**config.mk**
```make
export PLATFORM = sky130hd
export DESIGN_NAME = br_amba_axil_timeout
export DESIGN_NICKNAME = d
export VERILOG_FILES = /design/src/rtl/br_amba_axil_timeout_pkg.sv /design/src/rtl/br_amba_axil_timeout_tracker.sv /design/src/rtl/br_amba_axil_timeout.sv
export SDC_FILE = /design/constraint.sdc
export NUM_CORES = 1
export LEC_CHECK = 0
export ABC_AREA = 0
export BUFFER_PORTS_ARGS = -buffer_cell sky130_fd_sc_hd__buf_4
export CORE_ASPECT_RATIO = 0.5
export CORE_MARGIN = 5
export CORE_UTILIZATION = 38
export DETAILED_ROUTE_END_ITERATION = 12
export GPL_TIMING_DRIVEN = 0
export PLACE_DENSITY = 0.88
export SKIP_CTS_REPAIR_TIMING = 1
export SLEW_MARGIN = 25
export SYNTH_ARGS = -nofsm -noshare
export SYNTH_HDL_FRONTEND = slang
export SYNTH_SLANG_ARGS = --single-unit
```
**constraint.sdc**
```tcl
create_clock -name clk -period 8.1 [get_ports clk]
set_clock_uncertainty 0.05 [all_clocks]
set_input_delay 1.62 -clock clk [delete_from_list [all_inputs] [get_ports clk]]
set_output_delay 1.62 -clock clk [all_outputs]
set_load 0.005 [all_outputs]
```
**src/rtl/br_amba_axil_timeout_pkg.sv**
```systemverilog
// br_amba_axil_timeout_pkg: shared response codes and watchdog state encoding.
package br_amba_axil_timeout_pkg;
    localparam logic [1:0] AxiRespSlverr = 2'b10;
    typedef enum logic [1:0] {NORMAL, FLUSH, ISOLATED} axil_timeout_state_e;
endpackage

```
**src/rtl/br_amba_axil_timeout_tracker.sv**
```systemverilog
// br_amba_axil_timeout_tracker: outstanding counter, response timer and NORMAL/FLUSH/ISOLATED sequencing.
module br_amba_axil_timeout_tracker
    import br_amba_axil_timeout_pkg::*;
#(
    parameter int MaxOutstanding = 16,
    parameter int TimeoutCycles = 1024,
    localparam int CntWidth = $clog2(MaxOutstanding + 1),
    localparam int TimerWidth = $clog2(TimeoutCycles)
) (
    input  logic                clk,
    input  logic                rst_n,
    input  logic                dn_req_hs,
    input  logic                dn_resp_hs,
    input  logic                up_req_hs,
    input  logic                up_data_hs,
    input  logic                up_resp_hs,
    output axil_timeout_state_e state,
    output logic [CntWidth-1:0] outstanding,
    output logic                req_flag,
    output logic                data_flag,
    output logic                timed_out
);
    logic [TimerWidth-1:0] timer;
    logic expire;
    // A response landing in the final budget cycle beats the timeout.
    assign expire = outstanding != '0 && timer == TimerWidth'(TimeoutCycles - 1) && !dn_resp_hs;
    always_ff @(posedge clk or negedge rst_n) begin
        if (!rst_n) begin
            state       <= NORMAL;
            outstanding <= '0;
            timer       <= '0;
            req_flag    <= 1'b0;
            data_flag   <= 1'b0;
            timed_out   <= 1'b0;
        end else begin
            case (state)
                NORMAL: begin
                    outstanding <= outstanding + CntWidth'(dn_req_hs) - CntWidth'(dn_resp_hs);
                    timer       <= (outstanding == '0 || dn_resp_hs) ? '0 : timer + 1'b1;
                    if (expire) begin
                        state     <= FLUSH;
                        timed_out <= 1'b1;
                    end
                end
                FLUSH: begin
                    timer       <= '0;
                    outstanding <= outstanding - CntWidth'(up_resp_hs);
                    if (up_resp_hs && outstanding == CntWidth'(1)) state <= ISOLATED;
                end
                default: begin
                    req_flag  <= up_resp_hs ? 1'b0 : req_flag | up_req_hs;
                    data_flag <= up_resp_hs ? 1'b0 : data_flag | up_data_hs;
                end
            endcase
        end
    end
endmodule

```
**src/rtl/br_amba_axil_timeout.sv**
```systemverilog
// br_amba_axil_timeout: AXI4-Lite watchdog that bounds outstanding requests and
// completes everything with SLVERR once the subordinate stops responding.
module br_amba_axil_timeout
    import br_amba_axil_timeout_pkg::*;
#(
    parameter int AddrWidth = 12,
    parameter int DataWidth = 32,
    parameter int ReqUserWidth = 8,
    parameter int ReqDataUserWidth = 8,
    parameter int RespUserWidth = 8,
    parameter int MaxOutstanding = 16,
    parameter int TimeoutCycles = 1024,
    parameter int IsReadNotWrite = 0,
    localparam int CntWidth = $clog2(MaxOutstanding + 1)
) (
    input  logic                        clk,
    input  logic                        rst_n,
    input  logic [AddrWidth-1:0]        up_req_addr,
    input  logic [2:0]                  up_req_prot,
    input  logic [ReqUserWidth-1:0]     up_req_user,
    input  logic                        up_req_valid,
    output logic                        up_req_ready,
    input  logic [DataWidth-1:0]        up_req_data,
    input  logic [DataWidth/8-1:0]      up_req_data_strb,
    input  logic [ReqDataUserWidth-1:0] up_req_data_user,
    input  logic                        up_req_data_valid,
    output logic                        up_req_data_ready,
    output logic [1:0]                  up_resp_resp,
    output logic [RespUserWidth-1:0]    up_resp_user,
    output logic [DataWidth-1:0]        up_resp_data,
    output logic                        up_resp_valid,
    input  logic                        up_resp_ready,
    output logic [AddrWidth-1:0]        dn_req_addr,
    output logic [2:0]                  dn_req_prot,
    output logic [ReqUserWidth-1:0]     dn_req_user,
    output logic                        dn_req_valid,
    input  logic                        dn_req_ready,
    output logic [DataWidth-1:0]        dn_req_data,
    output logic [DataWidth/8-1:0]      dn_req_data_strb,
    output logic [ReqDataUserWidth-1:0] dn_req_data_user,
    output logic                        dn_req_data_valid,
    input  logic                        dn_req_data_ready,
    input  logic [1:0]                  dn_resp_resp,
    input  logic [RespUserWidth-1:0]    dn_resp_user,
    input  logic [DataWidth-1:0]        dn_resp_data,
    input  logic                        dn_resp_valid,
    output logic                        dn_resp_ready,
    output logic                        timed_out
);
    localparam bit IsWrite = IsReadNotWrite == 0;
    axil_timeout_state_e state;
    logic [CntWidth-1:0] outstanding;
    logic req_flag, data_flag, normal, iso, can_issue;
    assign normal    = state == NORMAL;
    assign iso       = state == ISOLATED;
    assign can_issue = outstanding < CntWidth'(MaxOutstanding);

    assign dn_req_addr       = up_req_addr;
    assign dn_req_prot       = up_req_prot;
    assign dn_req_user       = up_req_user;
    assign dn_req_data       = up_req_data;
    assign dn_req_data_strb  = up_req_data_strb;
    assign dn_req_data_user  = up_req_data_user;
    assign dn_req_valid      = normal && up_req_valid && can_issue;
    assign up_req_ready      = normal ? dn_req_ready && can_issue : iso && !req_flag;
    assign dn_req_data_valid = IsWrite && normal && up_req_data_valid;
    assign up_req_data_ready = IsWrite && (normal ? dn_req_data_ready : iso && !data_flag);
    // Outside NORMAL the subordinate is ignored and every answer is generated locally.
    assign dn_resp_ready = normal ? up_resp_ready : 1'b1;
    assign up_resp_valid = normal ? dn_resp_valid
                         : state == FLUSH || (req_flag && (!IsWrite || data_flag));
    assign up_resp_resp  = normal ? dn_resp_resp : AxiRespSlverr;
    assign up_resp_user  = normal ? dn_resp_user : '0;
    assign up_resp_data  = normal ? dn_resp_data : '0;

    br_amba_axil_timeout_tracker #(
        .MaxOutstanding(MaxOutstanding),
        .TimeoutCycles (TimeoutCycles)
    ) u_tracker (
        .clk        (clk),
        .rst_n      (rst_n),
        .dn_req_hs  (dn_req_valid && dn_req_ready),
        .dn_resp_hs (dn_resp_valid && dn_resp_ready),
        .up_req_hs  (up_req_valid && up_req_ready),
        .up_data_hs (up_req_data_valid && up_req_data_ready),
        .up_resp_hs (up_resp_valid && up_resp_ready),
        .state      (state),
        .outstanding(outstanding),
        .req_flag   (req_flag),
        .data_flag  (data_flag),
        .timed_out  (timed_out)
    );

    a_up_req_stable: assert property (@(posedge clk) disable iff (!rst_n)
        up_req_valid && !up_req_ready |=> up_req_valid);
    a_up_data_stable: assert property (@(posedge clk) disable iff (!rst_n)
        up_req_data_valid && !up_req_data_ready |=> up_req_data_valid);
    a_dn_resp_stable: assert property (@(posedge clk) disable iff (!rst_n)
        dn_resp_valid && !dn_resp_ready |=> dn_resp_valid);
    a_dn_req_stable: assert property (@(posedge clk) disable iff (!rst_n)
        dn_req_valid && !dn_req_ready |=> dn_req_valid || timed_out);
    a_dn_data_stable: assert property (@(posedge clk) disable iff (!rst_n)
        dn_req_data_valid && !dn_req_data_ready |=> dn_req_data_valid || timed_out);
    a_up_resp_stable: assert property (@(posedge clk) disable iff (!rst_n)
        up_resp_valid && !up_resp_ready |=> up_resp_valid);
    a_no_orphan_resp: assert property (@(posedge clk) disable iff (!rst_n)
        normal && dn_resp_valid |-> outstanding != '0);
    a_outstanding_max: assert property (@(posedge clk) disable iff (!rst_n)
        outstanding <= CntWidth'(MaxOutstanding));
endmodule

```
# Word level (Yosys, flattened, before mapping)
# Index checks and enable logic that the tools add are counted.
[totals]
input_bits = 117
out_inout_bits = 116
reg_bits = 20
wordCells = 61
[classes]
eq_ne = 6
muxes = 15
n_reduce_logical = 27
magnitude_cmp = 1
n_addsub = 4
bitwise_logic = 2
[ops]
columns = ["operator", "count"]
rows = [
  ["$mux W32", 1],
  ["$pmux W10 S2", 1],
  ["$logic_and A1 B1 Y1", 15],
  ["$add A10 B1 Y10 const B", 1],
  ["$eq A10 B10 Y1 const B", 1],
  ["$mux W10", 1],
  ["$pmux W5 S2", 1],
  ["$sub A5 B1 Y5", 2],
  ["$mux W8", 1],
  ["$mux W1", 6],
  ["$mux W2", 3],
  ["$add A5 B1 Y5", 1],
  ["$eq A5 B1 Y1 const B", 1],
  ["$logic_not A5 Y1", 1],
  ["$lt A5 B5 Y1 const B", 1],
  ["$reduce_bool A5 Y1", 1],
  ["$ne A2 B1 Y1 const B", 2],
  ["$pmux W2 S2", 1],
  ["$logic_not A1 Y1", 3],
  ["$reduce_and A3 Y1", 1],
  ["$eq A2 B1 Y1 const B", 1],
  ["$eq A2 B2 Y1 const B", 1],
  ["$logic_not A2 Y1", 1],
  ["$logic_or A1 B1 Y1", 2],
  ["4 further kinds", 5],
]

# Longest topological paths before layout
[depth]
word_depth = 7
ltp_mapped = 12

# Hierarchy
# Synthesis repeated with hierarchy kept, for this count alone.
[unflattened]
hier_cells = 274
hier_area_um2 = 2243.4
[by_module_without_submodules]
columns = ["module", "area_each_um2", "seq_area_each_um2", "cells_each", "instances"]
rows = [
  ["br_amba_axil_timeout_tracker", 1317.5, 500.5, 140, 1],
  ["br_amba_axil_timeout", 925.9, 0.0, 134, 1],
]

# Least setup slack after synthesis
# No wires, ideal clock.
[synth_path]
path_type = "input to register"
startpoint = "in up_resp_ready"
endpoint = "reg u_tracker.outstanding[4]"
arrival_ns = 3.746
path_stages = 11
n_path_buf = 0
setup_ns = 0.079
path_slack_ns = 4.224
t_required_ns = 7.971
cell_sequence = "or3_1 and2_1 ha_1 inv_1 ha_1 inv_1 fa_1 nor3_1 or4_1 a31oi_1 xor2_1"
[synth_between]
elab_chain_len = 4
elab_cells_between_ends = 6
[synth_lines]
columns = ["item", "line_no", "rtl"]
rows = [
  ["start: declaration", "br_amba_axil_timeout.sv:32", "input logic up_resp_ready,"],
  ["$mux W1", "br_amba_axil_timeout.sv:69", "assign dn_resp_ready = normal ? up_resp_ready : 1'b1;"],
  ["$logic_and A1 B1 Y1", "br_amba_axil_timeout.sv:83", ".dn_resp_hs (dn_resp_valid && dn_resp_ready),"],
  ["$sub A5 B1 Y5", "br_amba_axil_timeout_tracker.sv:38", "outstanding <= outstanding + CntWidth'(dn_req_hs) - CntWidth'(dn_resp_hs);"],
  ["$pmux W5 S2 (*)", "br_amba_axil_timeout_tracker.sv:36", "case (state)"],
  ["end signal: assignment", "br_amba_axil_timeout_tracker.sv:38", ""],
  ["end signal: assignment", "br_amba_axil_timeout_tracker.sv:47", "outstanding <= outstanding - CntWidth'(up_resp_hs);"],
  ["end: declaration", "br_amba_axil_timeout_tracker.sv:18", "output logic [CntWidth-1:0] outstanding,"],
]
# Mark *: on every way between the ends. The rest lies on a longest branch, timed or not.
# A chain may end at the register's enable or synchronous reset.

# Worst setup path in the final report
[layout_path]
startpoint = "in up_req_valid"
endpoint = "out dn_req_valid"
[layout_between]
elab_chain_len = 2
[layout_lines]
columns = ["item", "line_no", "rtl"]
rows = [
  ["start: declaration", "br_amba_axil_timeout.sv:21", "input logic up_req_valid,"],
  ["$logic_and A1 B1 Y1 (2 in a row)", "br_amba_axil_timeout.sv:64", "assign dn_req_valid = normal && up_req_valid && can_issue;"],
  ["end: declaration", "br_amba_axil_timeout.sv:36", "output logic dn_req_valid,"],
]
# Every way passes these cells.

==> results.py <==
metrics = {
    "timing": {
        "setup_tns_ns": 0,
        "post-route-min-period_ns": 4.091,
        "relSlewSlack_pct": 59.83,
        "tightest_slew_ns": 0.5942,
        "slew_violations": 0,
        "finalSetupViolCount": 0,
        "hold_viol": 0,
        "max_freq_mhz": 244.4,
        "rsz0062_at_grt": "false",
        "period_share_pct": 50.51,
    },
    "worst_setup_path": {
        "crit_required_ns": 6.43,
        "slowest_stage": "nor4b_1",
        "path_max_fanout": 2,
        "path_cells": "buf_4, nor4b_1, buf_4",
        "critPathArrivalTime_ns": 2.42,
        "worstReg2RegStart": "u_tracker.state[1]",
        "r2r_end": "u_tracker.outstanding[4]",
        "crit_path_frequent_cell": "buf_4",
        "reg2reg_depth": 12,
        "critPathMaxStageDelay_ns": 0.49,
        "worst_setup_path_start_kind": "input port",
        "reg2reg_slack_ns": 4.87,
        "path_class": "input port to output pin",
        "worstSetupEndpointType": "output pin",
    },
    "synthesis": {
        "ys_seq_elements": 20,
        "syn_inst": 262,
        "synthDistinctLibCells": 41,
        "yosys_warnings": 0,
        "synthesis.area_sq_um": 2096,
        "synth-seq-area-share_pct": 23.88,
        "synth.net_count": 391,
        "postSynth.asyncResetShare_pct": 100.0,
        "synth_edf_count": 0,
        "synthFlopType": "dfrtp_1",
        "synth.avg_cell_area_sq_um": 7.999,
    },
    "finish": {
        "final_common_cell": "buf_4",
        "most-common-layout-cells": "buf_4, and2_1, dfrtp_1, nand2_1, o21ai_0",
        "drive_gt1_share_pct": 55.92,
        "syn_to_final_growth_pct": 66.09,
        "n_fill_cell": 507,
        "final_nets": 561,
        "final-seq-area_sq_um": 500.5,
        "multiInputGateArea_sq_um": 1007,
        "design_area_sq_um": 3481,
        "antenna_cells": 0,
    },
    "die": {
        "die_area_sq_um": 7191,
        "initial_core_util_pct": 38.67,
        "core_sq_um": 5420,
        "die_w_um": 115.0,
        "die_h_um": 62.52,
        "fp-row-count": 19,
        "io_pins": 233,
    },
    "placed_design": {
        "dpl.hpwl_um": 6740,
        "place_congestion": 0.8716,
        "place_area_sq_um": 3426,
        "portBuffers": 165,
    },
    "pwr": {
        "p_per_area_nw_per_um2": 83.90,
        "p_leak_nw": 1.950,
        "peakVddDrop_mv": 0.08439,
    },
    "drt": {
        "vias_per_cell": 4.520,
        "first_iter_violations": 107,
        "drc": 0,
        "ant_nets": 0,
        "first_pass_iters": 4,
        "avgRoutedWirePerCell_um": 15.24,
        "routed_wl_um": 7681,
        "vias": 2278,
    },
    "grt": {
        "gr-usage-all-layers_pct": 19.76,
        "grt_pass1_vias": 2212,
        "grt_max_degree": 21,
        "grt.overflow.total": 0,
        "grt_pass1_wl_um": 11470,
        "antenna_found_initial": 0,
    },
    "hold_path": {
        "min_path_cells": 1,
        "holdCritStartpoint": "u_tracker.timed_out",
        "hold_path.class": "register to register",
        "whs_endpoint": "u_tracker.timed_out",
    },
    "clocking": {
        "cts_buffers": 3,
        "clockRootBuffer": "clkbuf_8",
        "cts_tree": "yes",
        "cts_num_sinks": 20,
        "clk_pin_slew_ns": 0.08,
        "cts-htree-levels": 1,
        "clk_latency_ns": 0.26,
        "cts_buffer_depth": 2,
    },
    "outcome": {
        "status": "completed",
    },
    "flow_run": {
        "maxCapViolations": 0,
    },
}
per-stage QoR:
stage	util, %	setup slack (ns)	power, mW	std cells	hold slack (ns)
after floorplan	-	4.224	0.1554	262	0.4009
after global placement	63.20	3.971	0.2162	500	0.4071
after detailed placement	63.20	3.951	0.2181	500	0.4101
after CTS	64.22	4.033	0.2955	504	0.4281
after global routing	64.22	3.909	0.3078	504	0.4359
final	64.22	4.009	0.2921	504	0.4205
synthesized netlist by cell type, types with 2 or more instances:
library cell   n  share of area, %
o31ai_1        2              0.72
buf_4         67                24
inv_1         10               1.8
and2_1        44                13
nand2_1       14               2.5
ha_1          11               6.6
and4_1         2              0.84
a21o_1         2              0.72
xor2_1         3               1.3
a21oi_1       10               2.4
clkbuf_1       6               1.1
o21bai_1       2              0.72
or3_1          3              0.90
a31oi_1        5               1.5
and3_1         3              0.90
nor3_1         5               1.2
a22o_1         3               1.3
nor2_1        11               2.0
dfrtp_1       20                24
nand4_1        2              0.60
buf_2          2              0.48
nand3_1        5               1.2
o21ai_0       12               2.9
where the power goes:
part           switching (mW)  total, mW  leakage (nW)  internal [mW]
Combinational          0.0351      0.107          1.68         0.0722
Sequential            0.00388      0.108         0.237          0.104
Clock                  0.0332     0.0765        0.0288         0.0433
cell type report:
type,instances,area share (%)
flip-flops and latches,20,14.38
clock buffers,4,1.582
inverters,10,1.078
plain buffers,77,15.82
repair buffers,165,35.59
well taps,73,2.624
multi-input cells,155,28.94
worst max-delay path by stage:
| stage | depth (start not counted) | slack, ns | end | from |
|---|---|---|---|---|
| 6_report | 3 | 4.01 | dn_req_valid | up_req_valid |
| 3_5_place_dp | 12 | 3.95 | u_tracker.outstanding[4] | up_req_valid |
| 2_1_floorplan | 11 | 4.22 | u_tracker.outstanding[4] | up_resp_ready |
| 5_1_grt | 12 | 3.91 | u_tracker.outstanding[4] | up_req_valid |
| 3_3_place_gp | 12 | 3.97 | u_tracker.outstanding[4] | up_req_valid |
| 4_1_cts | 3 | 4.03 | dn_req_valid | up_req_valid |
state kept, by name, indices dropped and copies added (netlist names):
name,cells
u_tracker.outstanding,5
u_tracker.timer,10
u_tracker.data_flag,1
u_tracker.state,2
u_tracker.timed_out,1
u_tracker.req_flag,1
routing by layer:
metal | global-route usage [%] | wire [um]
met1 | 24.68 | 3002
met2 | 34.51 | 3882
met3 | 4.255 | 653
met4 | 4.832 | 142
met5 | 0 | 0
cells by family (layout without fill, tap and decap cells):
kind of cell | count (synthesis) | after routing | share of synthesized area [%]
xor gates and xnor gates | 4 | 4 | 1.672
DFF | 20 | 20 | 23.88
and+or+nand+nor | 96 | 96 | 25.91
muxes | 1 | 1 | 0.4776
buffers and inverters | 87 | 256 | 28.06
adders and majority gates | 12 | 12 | 7.522
AOI/OAI and AO/OA | 42 | 42 | 12.48
worst max-delay path, delay by kind of cell:
kind                   cells  cell delay (ns)
and+or+nand+nor            1             0.49
buffers and inverters      2             0.30
Power figures use the tool's default switching activity.
